**config.mk**
```make
export PLATFORM = sky130hd
export DESIGN_NAME = cc_banks_arb
export DESIGN_NICKNAME = d
export VERILOG_FILES = /design/src/rtl/cc_banks_arb.sv
export SDC_FILE = /design/constraint.sdc
export NUM_CORES = 1
export LEC_CHECK = 0
export ABC_AREA = 1
export CAP_MARGIN = 30
export CORE_AREA = 8 8 164 166
export CTS_CLUSTER_DIAMETER = 120
export DETAILED_ROUTE_END_ITERATION = 7
export DIE_AREA = 0 0 172 174
export GPL_ROUTABILITY_DRIVEN = 0
export GPL_TIMING_DRIVEN = 0
export PLACE_DENSITY = 0.47
export SLEW_MARGIN = 10
export SYNTH_ARGS = -nofsm -noshare
export SYNTH_HDL_FRONTEND = slang
export SYNTH_SLANG_ARGS = --single-unit
```
**constraint.sdc**
```tcl
create_clock -name RW0_clk -period 1.3 [get_ports RW0_clk]
set_input_delay 0.26 -clock RW0_clk [delete_from_list [all_inputs] [get_ports RW0_clk]]
set_output_delay 0.26 -clock RW0_clk [all_outputs]
set_load 0.01 [all_outputs]
```
**src/rtl/cc_banks_arb.sv**
```systemverilog
// cc_banks_arb
//   Two-requester round-robin arbiter/sequencer in front of the single-port
//   8192x64 cc_banks RW0 interface (four 2048x64 banks selected by
//   addr[12:11], 1-cycle read latency). Requester A is the core pipeline,
//   requester B is refill/DMA. Read data returns to the granted requester
//   the cycle after grant.
//
//   Optional feature: define CC_BANKS_ARB_INIT_EN to zero-fill the whole
//   array after reset before any request is accepted.
//
// Ports
//   RW0_clk, RW0_rst          clock, synchronous active-high reset
//   a_req_* / b_req_*         request channel (valid/ready, addr, wmode, wdata)
//   a_rsp_* / b_rsp_*         read response (valid, rdata), no back-pressure
//   mem_en/wmode/addr/wdata   drive RW0_en/wmode/addr/wdata
//   mem_rdata                 RW0_rdata, valid the cycle after a read
//   init_done                 array usable
module cc_banks_arb #(
    parameter int ADDR_W = 13,
    parameter int DATA_W = 64
) (
    input  logic              RW0_clk,
    input  logic              RW0_rst,

    input  logic              a_req_valid,
    output logic              a_req_ready,
    input  logic [ADDR_W-1:0] a_req_addr,
    input  logic              a_req_wmode,
    input  logic [DATA_W-1:0] a_req_wdata,
    output logic              a_rsp_valid,
    output logic [DATA_W-1:0] a_rsp_rdata,

    input  logic              b_req_valid,
    output logic              b_req_ready,
    input  logic [ADDR_W-1:0] b_req_addr,
    input  logic              b_req_wmode,
    input  logic [DATA_W-1:0] b_req_wdata,
    output logic              b_rsp_valid,
    output logic [DATA_W-1:0] b_rsp_rdata,

    output logic              mem_en,
    output logic              mem_wmode,
    output logic [ADDR_W-1:0] mem_addr,
    output logic [DATA_W-1:0] mem_wdata,
    input  logic [DATA_W-1:0] mem_rdata,

    output logic              init_done
);

    typedef enum logic {
        GRANT_A,
        GRANT_B
    } grant_t;

    grant_t            last_grant;
    logic              run_en;
    logic              init_wr_en;
    logic [ADDR_W-1:0] init_addr;
    logic              gnt_a;
    logic              gnt_b;
    logic              rsp_a_q;
    logic              rsp_b_q;

`ifdef CC_BANKS_ARB_INIT_EN
    typedef enum logic {
        INIT,
        RUN
    } state_t;

    state_t            state;
    state_t            state_nxt;
    logic [ADDR_W-1:0] init_cnt;
    logic              init_wr;
    logic              in_run;

    always_ff @(posedge RW0_clk) begin
        if (RW0_rst) begin
            state <= INIT;
        end else begin
            state <= state_nxt;
        end
    end

    always_ff @(posedge RW0_clk) begin
        if (RW0_rst) begin
            init_cnt <= '0;
        end else if (state == INIT) begin
            init_cnt <= init_cnt + ADDR_W'(1);
        end
    end

    always_comb begin
        state_nxt = state;
        init_wr   = 1'b0;
        in_run    = 1'b0;
        case (state)
            INIT: begin
                init_wr = 1'b1;
                if (init_cnt == '1) begin
                    state_nxt = RUN;
                end
            end
            RUN: begin
                in_run = 1'b1;
            end
            default: begin
                state_nxt = INIT;
            end
        endcase
    end

    // Outputs are gated by reset so the reset values hold while it is asserted.
    assign run_en     = in_run && !RW0_rst;
    assign init_wr_en = init_wr && !RW0_rst;
    assign init_addr  = init_cnt;
    assign init_done  = run_en;
`else
    assign run_en     = !RW0_rst;
    assign init_wr_en = 1'b0;
    assign init_addr  = '0;
    assign init_done  = 1'b1;
`endif

    // Round-robin: on contention the requester that did not win last time wins.
    assign gnt_a = run_en && a_req_valid && (!b_req_valid || last_grant == GRANT_B);
    assign gnt_b = run_en && b_req_valid && (!a_req_valid || last_grant == GRANT_A);

    assign a_req_ready = gnt_a;
    assign b_req_ready = gnt_b;

    always_ff @(posedge RW0_clk) begin
        if (RW0_rst) begin
            last_grant <= GRANT_B;
        end else if (gnt_a) begin
            last_grant <= GRANT_A;
        end else if (gnt_b) begin
            last_grant <= GRANT_B;
        end
    end

    // Only the response owner is registered; data comes straight from the RAM.
    always_ff @(posedge RW0_clk) begin
        if (RW0_rst) begin
            rsp_a_q <= 1'b0;
            rsp_b_q <= 1'b0;
        end else begin
            rsp_a_q <= gnt_a && !a_req_wmode;
            rsp_b_q <= gnt_b && !b_req_wmode;
        end
    end

    assign a_rsp_valid = rsp_a_q && !RW0_rst;
    assign b_rsp_valid = rsp_b_q && !RW0_rst;
    assign a_rsp_rdata = a_rsp_valid ? mem_rdata : '0;
    assign b_rsp_rdata = b_rsp_valid ? mem_rdata : '0;

    always_comb begin
        mem_en    = 1'b0;
        mem_wmode = 1'b0;
        mem_addr  = '0;
        mem_wdata = '0;
        if (init_wr_en) begin
            mem_en    = 1'b1;
            mem_wmode = 1'b1;
            mem_addr  = init_addr;
        end else if (gnt_a) begin
            mem_en    = 1'b1;
            mem_wmode = a_req_wmode;
            mem_addr  = a_req_addr;
            mem_wdata = a_req_wdata;
        end else if (gnt_b) begin
            mem_en    = 1'b1;
            mem_wmode = b_req_wmode;
            mem_addr  = b_req_addr;
            mem_wdata = b_req_wdata;
        end
    end

endmodule

```
==> run summary <==
share of layout cells above drive strength 1 - 0.498
final worst-path cycle share - 1.26
most frequent cells in the layout - clkdlybuf4s50_1 (220), buf_6 (158), nor2_4 (104), nand4_1 (78), buf_2 (68)
Min-Delay Path Depth - 3
clk buf depth - 2
via count - 5462
pwr/cell area - 327 mW/mm^2
clk slew on worst S/H paths - 30 ps
final hold vios - 0
Cells after Synth - 504
Worst VDD drop - 225 uV
Critical Path RT - 1040 ps
Total GRT Usage - 0.161
failing checks - setup timing
clk_skew - 4.09 ps
antenna-violating nets left - 0
Max Cap Violations - 0
fin crit period - 1630 ps
Worst Hold Path EP - last_grant
CTS root buf - clkbuf_16
RSZ-0062 raised after global routing - yes
cell area after layout - 0.00942 sq mm
main combinational cell family by area after synthesis - simple AND/OR/NAND/NOR gates
Critical R2R Capture - rsp_a_q
Post-route DRC - 0
Yosys top cell by area - nand4_1
I/O pins - 436
clock sinks - 3
Switching Fraction - 0.392
Via density - 4.09
Synth top area share - 0.209
Placed Area - 0.00708 sq mm
Final Setup Violations - 204
yosys warns - 0
reg2reg setup slack - 290 ps
Pleak - 4.39 nW
synthesized area per cell - 4.63 sq um
first-pass GRT wire length - 36.5 mm
Crit Path Class - reg2out
Worst Path Arrival - 1370 ps
XOR/XNOR Fraction of Synth Area - 0
initial antenna violation count - 2
die extent in x - 172 um
Int Power - 0.00187 W
mux cell area share after synthesis - 0
Max Slew Vio Count - 0
CTS buffer count - 3
post-synthesis sequential area ratio - 0.0258
Clock Power Share - 0.163
Max FO, Critical Path - 5
ranking of synthesized cells by area - nand4_1 (21%), nor2_1 (21%), nand3_1 (17%)
Port Buffers - 433
Final WS setup - -334 ps
Min-Delay Startpoint - a_req_valid
die area - 0.0299 sq mm
vias in the first global route - 5874
Final #Nets - 1229
sequential power share - 0.034
R2R cell count - 6
R2R Path Start - last_grant
Synth cell types - 16
clk_lat worst skew - 230 ps
global route total overflow - 0
crit path capture type - output port
run status - finished, violations left
final non-filler cell total - 1337
WL final - 26.9 mm
Site Rows - 58
Initial Util - 0.0951
Detailed Place HPWL - 21.3 mm
Compound-Gate Fraction of Synth Area - 0.00322
P&R area growth vs syn - 304%
cell area after synthesis - 0.00233 sq mm
WL per Instance - 20.1 um
DR pass1 iterations - 5
sw power - 0.00121 W
Logic pwr share - 0.803
H-tree Lvls - 1
Simple-Gate Fraction of Synth Area - 0.729
Core Region - 0.0245 sq mm
CTS tree - built
DR iter-0 viols - 159
Hold WC Path Type - in2reg
startpoint types - flop
commonest non-fill, non-tap cell in the layout - clkdlybuf4s50_1
Die Span Y - 174 um
dpl cells - 1267
max frequency - 612 MHz
Synth Area in Adders - 0
largest net degree at the start of global routing - 11
FF+latch count, synth - 3
Mapped Nets - 728
-- worst max-delay path, cell delays in order (launching register included) --
cell	delay [ps]
dfxtp_4	360
inv_4	80
nand2_8	60
buf_12	140
buf_8	120
buf_8	130
nand3_2	60
nand2_1	50
buf_2	140
-- sequential cells by signal, indices dropped and copies added (netlist names) --
register    count
rsp_b_q         1
last_grant      1
rsp_a_q         1
-- how the worst max path moves through the flow --
stage                                to         from  depth (start not counted)
final                     mem_wdata[22]   last_grant                          8
after global routing      mem_wdata[24]   last_grant                          8
after CTS                 mem_wdata[16]   last_grant                          8
after detailed placement    mem_addr[8]  a_req_valid                          7
after global placement      mem_addr[8]  a_req_valid                          7
after floorplan             mem_addr[1]   last_grant                          5
-- cell families after synthesis --
| family | after synthesis |
|---|---|
| AO/OA/AOI/OAI | 1 |
| flip-flops | 3 |
| buffers and inverters | 127 |
| other | 1 |
| AND/OR/NAND/NOR | 372 |
-- power groups by stage --
stage / registers, W / clock network (W) / logic, W
final: 0.000104 / 0.000501 / 0.00247
after CTS: 0.000104 / 0.000522 / 0.00226
after floorplan: 0.000100 / 0 / 0.000600
after global placement: 0.000100 / 0 / 0.00196
after global routing: 0.000105 / 0.000521 / 0.00264
after detailed placement: 0.000101 / 0 / 0.00196
-- through the flow --
stage	total power, W	setup TNS, ps	utilization	hold slack [ps]	setup slack (ps)
2_1_floorplan	0.000700	0	-	332	71.2
3_3_place_gp	0.00206	-254320	0.289	498	-1450
3_5_place_dp	0.00206	-256540	0.289	510	-1470
4_1_cts	0.00289	-41540	0.328	392	-358
5_1_grt	0.00326	-46360	0.384	410	-388
6_report	0.00308	-36190	0.384	393	-334
-- layout make-up --
type	instances	area [sq um]
fill	2584	15100
timing repair buffer	501	5200
multi-input combinational	374	2790
antenna	3	7.51
sequential	3	71.3
tap	330	413
clock buffer	4	78.8
buffer	50	563
timing repair inverter	1	7.51
inverter	71	284
-- layer usage --
metal  part of all wire  up-vias  track usage
met3              0.096       33       0.0538
li1                   -     2644            -
met2               0.53      303        0.304
met5                  0        -            0
met1               0.35     2482        0.161
met4              0.028        0       0.0543
-- Yosys cell counts --
library cell    n
nor2_1        130
nand2_1        83
nand3_1        79
nand4_1        78
inv_1          69
buf_2          22
clkbuf_1       17
buf_4          14
dfxtp_1         3
buf_1           2
inv_2           2
clkbuf_4        1
conb_1          1
nand2_2         1
nor2_4          1
o211ai_1        1
-- repair_timing --
action                                  4_1_cts  5_1_grt
gates cloned                                 18        3
hold buffers                                  0        0
endpoints found under the setup margin      214      211
pin swaps                                    39       32
resized for setup                          1142      328
setup buffers                                43       10
Power figures use the tool's default switching activity.
